$ cat src/rtl/connect4_move_input.sv
// connect4_move_input
//   Input conditioning in front of the Connect-4 game controller. Synchronizes
//   and debounces the BTN_EAST push button and synchronizes the four column
//   select switches. Each clean press of the button offers exactly one move
//   (the single selected column) over a valid/ready handshake. Presses with no
//   or multiple switches set, and presses arriving while a move is still
//   pending, are discarded with a one-cycle reject_pulse.
//
// Ports
//   clk           system clock, all state on rising edge
//   rst_n         asynchronous active-low reset
//   BTN_EAST      raw bouncy push button, 1 = pressed
//   Switch_0..3   raw column selects for columns 0..3
//   move_ready    controller accepts a move this cycle
//   move_valid    a move is offered
//   move_col      encoded column, frozen while move_valid is high
//   reject_pulse  one-cycle pulse when a press is discarded
//   btn_db        debounced button level
module connect4_move_input #(
  parameter int DEBOUNCE_CYCLES = 500000,
  parameter int CNT_W           = 20
) (
  input  logic       clk,
  input  logic       rst_n,
  input  logic       BTN_EAST,
  input  logic       Switch_0,
  input  logic       Switch_1,
  input  logic       Switch_2,
  input  logic       Switch_3,
  input  logic       move_ready,
  output logic       move_valid,
  output logic [1:0] move_col,
  output logic       reject_pulse,
  output logic       btn_db
);

  localparam logic [CNT_W-1:0] CNT_LAST = CNT_W'(DEBOUNCE_CYCLES - 1);

  typedef enum logic {
    IDLE  = 1'b0,
    OFFER = 1'b1
  } state_t;

  // Returns {valid, column}; valid only when exactly one switch is set.
  function automatic logic [2:0] encode_col(input logic [3:0] sw);
    logic [2:0] res;
    case (sw)
      4'b0001: res = {1'b1, 2'd0};
      4'b0010: res = {1'b1, 2'd1};
      4'b0100: res = {1'b1, 2'd2};
      4'b1000: res = {1'b1, 2'd3};
      default: res = 3'b000;
    endcase
    return res;
  endfunction

  logic             btn_s1, btn_s2;
  logic [3:0]       sw_s1, sw_s2;
  logic [CNT_W-1:0] cnt;
  logic             btn_db_q;
  logic             press;
  logic [2:0]       sel;
  state_t           state_q, state_d;
  logic [1:0]       col_d;
  logic             reject_d;

  // Stage: two-flop synchronizers on every raw input
  always_ff @(posedge clk or negedge rst_n) begin
    if (!rst_n) begin
      btn_s1 <= 1'b0;
      btn_s2 <= 1'b0;
      sw_s1  <= 4'b0000;
      sw_s2  <= 4'b0000;
    end else begin
      btn_s1 <= BTN_EAST;
      btn_s2 <= btn_s1;
      sw_s1  <= {Switch_3, Switch_2, Switch_1, Switch_0};
      sw_s2  <= sw_s1;
    end
  end

  // Stage: debounce; the level is accepted once the mismatch has been seen
  // on DEBOUNCE_CYCLES consecutive edges, any agreeing cycle restarts the run.
  always_ff @(posedge clk or negedge rst_n) begin
    if (!rst_n) begin
      cnt      <= '0;
      btn_db   <= 1'b0;
      btn_db_q <= 1'b0;
    end else begin
      btn_db_q <= btn_db;
      if (btn_s2 != btn_db) begin
        if (cnt == CNT_LAST) begin
          btn_db <= btn_s2;
          cnt    <= '0;
        end else begin
          cnt <= cnt + 1'b1;
        end
      end else begin
        cnt <= '0;
      end
    end
  end

  assign press = btn_db & ~btn_db_q;
  assign sel   = encode_col(sw_s2);

  // Stage: move offer FSM
  always_comb begin
    state_d  = state_q;
    col_d    = move_col;
    reject_d = 1'b0;
    case (state_q)
      IDLE: begin
        if (press) begin
          if (sel[2]) begin
            state_d = OFFER;
            col_d   = sel[1:0];
          end else begin
            reject_d = 1'b1;
          end
        end
      end
      OFFER: begin
        // A press in OFFER is never queued, even when the handshake
        // completes on the same edge.
        if (move_ready) state_d = IDLE;
        if (press) reject_d = 1'b1;
      end
      default: state_d = IDLE;
    endcase
  end

  always_ff @(posedge clk or negedge rst_n) begin
    if (!rst_n) begin
      state_q      <= IDLE;
      move_col     <= 2'd0;
      reject_pulse <= 1'b0;
    end else begin
      state_q      <= state_d;
      move_col     <= col_d;
      reject_pulse <= reject_d;
    end
  end

  assign move_valid = (state_q == OFFER);

endmodule

$ cat config.mk
export PLATFORM = sky130hd
export DESIGN_NAME = connect4_move_input
export DESIGN_NICKNAME = d
export VERILOG_FILES = /design/src/rtl/connect4_move_input.sv
export SDC_FILE = /design/constraint.sdc
export NUM_CORES = 1
export LEC_CHECK = 0
export CAP_MARGIN = 10
export CORE_MARGIN = 4
export CORE_UTILIZATION = 54
export CTS_CLUSTER_DIAMETER = 40
export DETAILED_ROUTE_END_ITERATION = 7
export GPL_TIMING_DRIVEN = 1
export HOLD_SLACK_MARGIN = 0.15
export PLACE_DENSITY_LB_ADDON = 0.3
export SYNTH_ARGS = -nofsm -noshare
export SYNTH_HDL_FRONTEND = slang
export SYNTH_SLANG_ARGS = --single-unit
$ cat constraint.sdc
create_clock -name clk -period 2.4 [get_ports clk]
set_input_delay 0.6 -clock clk [delete_from_list [all_inputs] [get_ports clk]]
set_output_delay 0.6 -clock clk [all_outputs]
set_load 0.03 [all_outputs]
==> out/results.ini, run 1 <==
[drt]
ant_nets = 0
wire_per_inst_um = 12.9
routed_wl_um = 2490
avgViaCountPerCell = 5.43
drt_pass1_iterations = 4
drc = 0
drtIter0Drc = 39
vias = 1054

[sta]
fin_crit_ps = 2160
hold_slack_ps = 355
grt_setup_unrepaired = no
finalWorstSetupSlack_ps = 236
maxSlewViolCount = 0
finClkSkew_ps = 9.88
relSlewSlack = 0.601
setup_violations = 0
worst_pin_slew_ps = 593
fmax_ghz = 0.462
period_share = 0.902
hold_viol_final = 0
finalSetupTns_ps = 0

[logic_synthesis]
ys_ff_latch = 36
synth_top_family_by_area = simple AND/OR/NAND/NOR gates
synth-adder-area-share = 0.00806
synth_nets = 150
synth_area_per_cell_um2 = 11.0
async_flop_share = 1.00
synth_edf_count = 0
synth-simple-area-share = 0.214
postSynthCellCount = 141
synthFlopType = dfrtp_1
yosysWarnings = 0
ys_seq_area_frac = 0.581
synth-compound-area-share = 0.0379
syn_area_um2 = 1550
synthMuxAreaShare = 0.0339
synth.distinct_cells = 29
synth_xor_area_frac = 0.102

[clocking]
postCtsSetupRepairBufs = 0
clk_pin_slew_ps = 100
cts_buffers = 5
cts_hold_buf = 0
clock_path_buffers = 2
cts_tree = done
h-tree-depth = 2
clk_latency_ps = 340
cts_sinks = 36
cts.repair.resized = 0
cts-root-buf = clkbuf_4

[place]
place_inst = 186
portBuffers = 12
place_ws_ps = 252
post-dp-hpwl_um = 1790
gp_congestion = 0.829

[critical_path]
cp-start-kind = flip-flop
max_stage_delay_ps = 560
cp_max_fo = 16
crit_arrival_ps = 2370
path_cells = or4b_1 > or4_4 > o21ai_4 > nor2_1
path_class = reg -> reg
end_kind = flip-flop
slowest_stage = or4_4
crit_required_ps = 2610

[finish]
diodes = 0
drive_gt1_frac = 0.0920
fin_nets = 171
layoutNonFillerInstCount = 194
syn_to_final_growth_pct = 15.9

[hold_path]
holdCritPathClass = reg -> reg

[flow_run]
cap_violations = 0

[die]
coreArea_um2 = 2760
initial_core_util = 0.563
die_h_um = 61.6
die_x_um = 61.6
design.portCount = 13
std_cell_rows = 19
die-area_um2 = 3790

[global_route]
globalRouteOverflowTotal = 0
grt_pass1_vias = 960
antenna_found_initial = 0
grt_use_total = 0.160
grt_start_max_net_pins = 37
grt_pass1_wl_um = 4280

[status]
status = completed

[pwr]
p_leak_nw = 0.736
power_mw = 1.07
ir_drop_uv = 503
p_per_area_nw_per_um2 = 597

[area by class of cell]
class | count | area [um^2]
fillers | 214 | 960
flip-flops and latches | 36 | 901
multi-input cells | 97 | 613
repair buffers | 15 | 143
clock buffers | 6 | 41.3
well taps | 31 | 38.8
clock inverters | 2 | 35.0
inverters | 7 | 26.3
[path summary, 6_finish.rpt]
| path | startpoint | slack, ps | cells past startpoint | end |
|---|---|---|---|---|
| max | cnt[12]$_DFF_PN0_ | 240 | 4 | cnt[8]$_DFF_PN0_ |
| min | sw_s1[0]$_DFF_PN0_ | 360 | 0 | sw_s2[0]$_DFF_PN0_ |
| max reg2reg | cnt[12]$_DFF_PN0_ | 240 | 4 | cnt[8]$_DFF_PN0_ |
| min reg2reg | sw_s1[0]$_DFF_PN0_ | 360 | 0 | sw_s2[0]$_DFF_PN0_ |
| max in group asynchronous | rst_n | 1440 | 2 | sw_s2[2]$_DFF_PN0_ |
| min in group asynchronous | rst_n | 650 | 2 | move_col[1]$_DFFE_PN0P_ |
[report_power, final]
part           leakage (nW)  internal [mW]  switching (mW)
Clock                0.0422          0.218           0.182
Combinational         0.216         0.0201          0.0249
Sequential            0.477          0.619         0.00918
[cells by family after synthesis]
| kind of cell | count (synthesis) |
|---|---|
| muxes | 5 |
| adders and majority gates | 1 |
| xor gates and xnor gates | 18 |
| and+or+nand+nor | 65 |
| buffers and inverters | 8 |
| AOI/OAI and AO/OA | 8 |
| DFF | 36 |
[metrics by stage]
step                utilization  area, um^2
finish                    0.652        1800
global route              0.652        1800
CTS                       0.652        1800
detailed placement        0.624        1720
global placement          0.624        1720
floorplan                     -        1550
[layout by cell type (no fill, tap or decap), drive strengths merged, types with 2 or more instances in the layout]
master         Yosys  final
nand4              4      4
mux2               2      2
or4                2      2
clkdlybuf4s50      0     12
nand3              6      6
nor4               6      6
clkbuf             0      6
buf                1      3
nor3               7      7
and3               2      2
nor2              25     25
dfrtp             36     36
xnor2             15     15
xor2               3      3
inv                7      7
nand2b             2      2
mux2i              3      3
nand2              7      7
o21ai              4      4
[Yosys cell counts, types with 2 or more instances]
library cell / number / area [um^2]
nand2b_1: 2 / 12.5
xor2_1: 3 / 26.3
nand2_1: 7 / 26.3
xnor2_1: 15 / 131
mux2i_1: 3 / 30.0
and3_1: 2 / 12.5
dfrtp_1: 36 / 901
inv_1: 7 / 26.3
nand4_1: 4 / 25.0
o21ai_0: 3 / 15.0
nand3_1: 6 / 30.0
nor2_1: 24 / 90.1
nor4_1: 6 / 37.5
mux2_2: 2 / 22.5
nor3_1: 7 / 35.0
[metal layers]
metal / wire [um] / track usage / vias up
li1: - / - / 523
met1: 1160 / 0.206 / 504
met2: 1140 / 0.242 / 20
met3: 136 / 0.0503 / 7
met4: 57 / 0.0848 / 0
met5: 0 / 0 / -
[state kept, by name (all words and copies together) (netlist names)]
signal and flops:
btn_s1 1, reject_pulse 1, move_valid 1, sw_s1 4
move_col 2, sw_s2 4, cnt 20, btn_db_q 1
btn_db 1, btn_s2 1
[critical path, delay by kind of cell (launching register included)]
kind / cells / cell delay, ps
DFF: 1 / 450
AOI/OAI and AO/OA: 1 / 380
and+or+nand+nor: 3 / 1200
No activity file was read; power rests on OpenSTA's default activity.
==> inputs of run 2 (changes only) <==
--- a/config.mk
+++ b/config.mk
@@ -8,11 +8,14 @@
 export CAP_MARGIN = 10
 export CORE_MARGIN = 4
 export CORE_UTILIZATION = 54
+export CTS_BUF_LIST = sky130_fd_sc_hd__clkbuf_16
 export CTS_CLUSTER_DIAMETER = 40
+export CTS_CLUSTER_SIZE = 25
 export DETAILED_ROUTE_END_ITERATION = 7
 export GPL_TIMING_DRIVEN = 1
 export HOLD_SLACK_MARGIN = 0.15
 export PLACE_DENSITY_LB_ADDON = 0.3
+export SKIP_CTS_REPAIR_TIMING = 1
 export SYNTH_ARGS = -nofsm -noshare
 export SYNTH_HDL_FRONTEND = slang
 export SYNTH_SLANG_ARGS = --single-unit
==> run 2 against run 1 <==
Design area is 4.9% higher. Via count decreased by 0.76%. Wire length increased by 2.9%. Critical path depth stayed put. Worst setup slack improved by 2.0 ps. Sequential power barely moved. Clock power up 75%. Register-to-register slack barely moved. Combinational power increased by 1%. Total power increased by 28%. Clock-buffer cell count shrank 1. Global-route usage up 0.43 points. Largest cell class unchanged.
==> out/results.ini, run 2 (synthesized netlist as in run 1, its figures left out) <==
[global_route]
grt_start_max_net_pins = 37  ; unchanged
grt_pass1_wl_um = 4350  ; +1.5%
globalRouteOverflowTotal = 0  ; unchanged
antenna_found_initial = 0  ; unchanged
grt_pass1_vias = 965  ; +0.52%
grt_use_total = 0.164  ; +0.00430

[die]
initial_core_util = 0.563  ; unchanged
die_h_um = 61.6  ; unchanged
coreArea_um2 = 2760  ; unchanged
design.portCount = 13  ; unchanged
std_cell_rows = 19  ; unchanged
die-area_um2 = 3790  ; unchanged
die_x_um = 61.6  ; unchanged

[critical_path]
path_cells = or4b_1 > or4_4 > o21ai_4 > nor2_1
cp_max_fo = 16  ; unchanged
r2r_start = cnt[12]$_DFF_PN0_
reg2reg_to = cnt[2]$_DFF_PN0_
cp.depth = 4  ; unchanged
crit_end = cnt[2]$_DFF_PN0_
cp-start-kind = flip-flop
critPathTopFamily = simple AND/OR/NAND/NOR gates
path_buf_inv = 0  ; unchanged
end_kind = flip-flop
r2r_cells = 4  ; unchanged
max_stage_delay_ps = 560  ; about the same
crit_path_start = cnt[12]$_DFF_PN0_
slowest_stage = or4_4
rrSetupSlack_ps = 240  ; about the same
crit_required_ps = 2540  ; -70 ps
path_class = reg -> reg
crit_arrival_ps = 2310  ; -60 ps

[sta]
fmax_ghz = 0.463  ; about the same
relSlewSlack = 0.566  ; -0.0346
finClkSkew_ps = 3.23  ; -6.65 ps
hold_viol_final = 0  ; unchanged
setup_violations = 0  ; unchanged
finalSetupTns_ps = 0  ; unchanged
grt_setup_unrepaired = no
period_share = 0.901  ; about the same
maxSlewViolCount = 0  ; unchanged
fin_crit_ps = 2160  ; -1.98 ps
worst_pin_slew_ps = 645  ; +51.4 ps

[clocking]
h-tree-depth = 2  ; unchanged
cts_buffers = 5  ; unchanged
clock_path_buffers = 2  ; unchanged
cts_tree = done
clk_pin_slew_ps = 50  ; -50 ps
cts_sinks = 36  ; unchanged
cts-root-buf = clkbuf_16
clk_latency_ps = 280  ; -60 ps

[drt]
drc = 0  ; unchanged
avgViaCountPerCell = 5.39  ; -0.76%
drtIter0Drc = 41  ; +5.1%
ant_nets = 0  ; unchanged
vias = 1046  ; -0.76%
routed_wl_um = 2570  ; +2.9%
drt_pass1_iterations = 4  ; unchanged
wire_per_inst_um = 13.2  ; +2.9%

[hold_path]
hold_start = sw_s1[0]$_DFF_PN0_
holdCritPathClass = reg -> reg

[place]
gp_congestion = 0.829  ; unchanged
post-dp-hpwl_um = 1790  ; unchanged
portBuffers = 12  ; unchanged
placed_cell_area_um2 = 1720  ; unchanged

[finish]
final_common_cell = dfrtp_1
final_cell_mix = dfrtp_1, nor2_1, xnor2_1, clkdlybuf4s50_1, inv_1
reg_top3 = cnt x20, sw_s1 x4, sw_s2 x4
fin_nets = 171  ; unchanged
drive_gt1_frac = 0.0920  ; unchanged
diodes = 0  ; unchanged
largest_reg_flops = 20  ; unchanged
finish.utilization = 0.684  ; +0.0318
regMostFlops = cnt
final_area_um2 = 1890  ; +4.9%
syn_to_final_growth_pct = 21.5

[pwr]
p_leak_nw = 0.778  ; +5.8%
p_per_area_nw_per_um2 = 729  ; +22%
ir_drop_uv = 645  ; +28%
power_mw = 1.38  ; +28%

[flow_run]
cap_violations = 0  ; unchanged

[status]
status = completed

==> run 2: power breakdown <==
group | internal, mW | leakage [nW] | switching (mW)
Combinational | 0.0201 | 0.216 | 0.0254
Clock | 0.483 | 0.0850 | 0.217
Sequential | 0.621 | 0.477 | 0.00913
==> run 2: area by class of cell <==
class / count / area, um^2
clock inverters: 3 / 38.8
flip-flops and latches: 36 / 901
inverters: 7 / 26.3
well taps: 31 / 38.8
repair buffers: 15 / 143
multi-input cells: 97 / 613
fillers: 196 / 872
clock buffers: 5 / 125
==> run 2: worst min-delay path by stage <==
stage,slack [ps],to,cells past startpoint
CTS,350,sw_s2[0]$_DFF_PN0_,0
floorplan,300,btn_db$_DFFE_PN0P_,0
global route,350,sw_s2[2]$_DFF_PN0_,0
detailed placement,340,sw_s2[0]$_DFF_PN0_,0
global placement,340,sw_s2[1]$_DFF_PN0_,0
finish,350,sw_s2[0]$_DFF_PN0_,0
==> run 2: worst register-to-register path, stage by stage (launching register included) <==
cell and delay, ps:
dfrtp_1 430, or4b_1 540, or4_4 560, o21ai_4 380, nor2_1 110
==> run 2: per-stage QoR <==
step | setup WS (ps) | hold slack (ps) | std cells
final | 238 | 345 | 194
after detailed placement | 252 | 336 | 186
after global placement | 301 | 336 | 186
after floorplan | 349 | 304 | 141
after global routing | 147 | 351 | 194
after CTS | 232 | 347 | 194
==> run 2: metal layers <==
layer / wire, um / global-route usage / vias to the layer above
met5: 0 / 0 / -
met4: 59 / 0.0818 / 0
met3: 124 / 0.0566 / 7
met2: 1220 / 0.254 / 20
met1: 1160 / 0.205 / 498
li1: - / - / 521
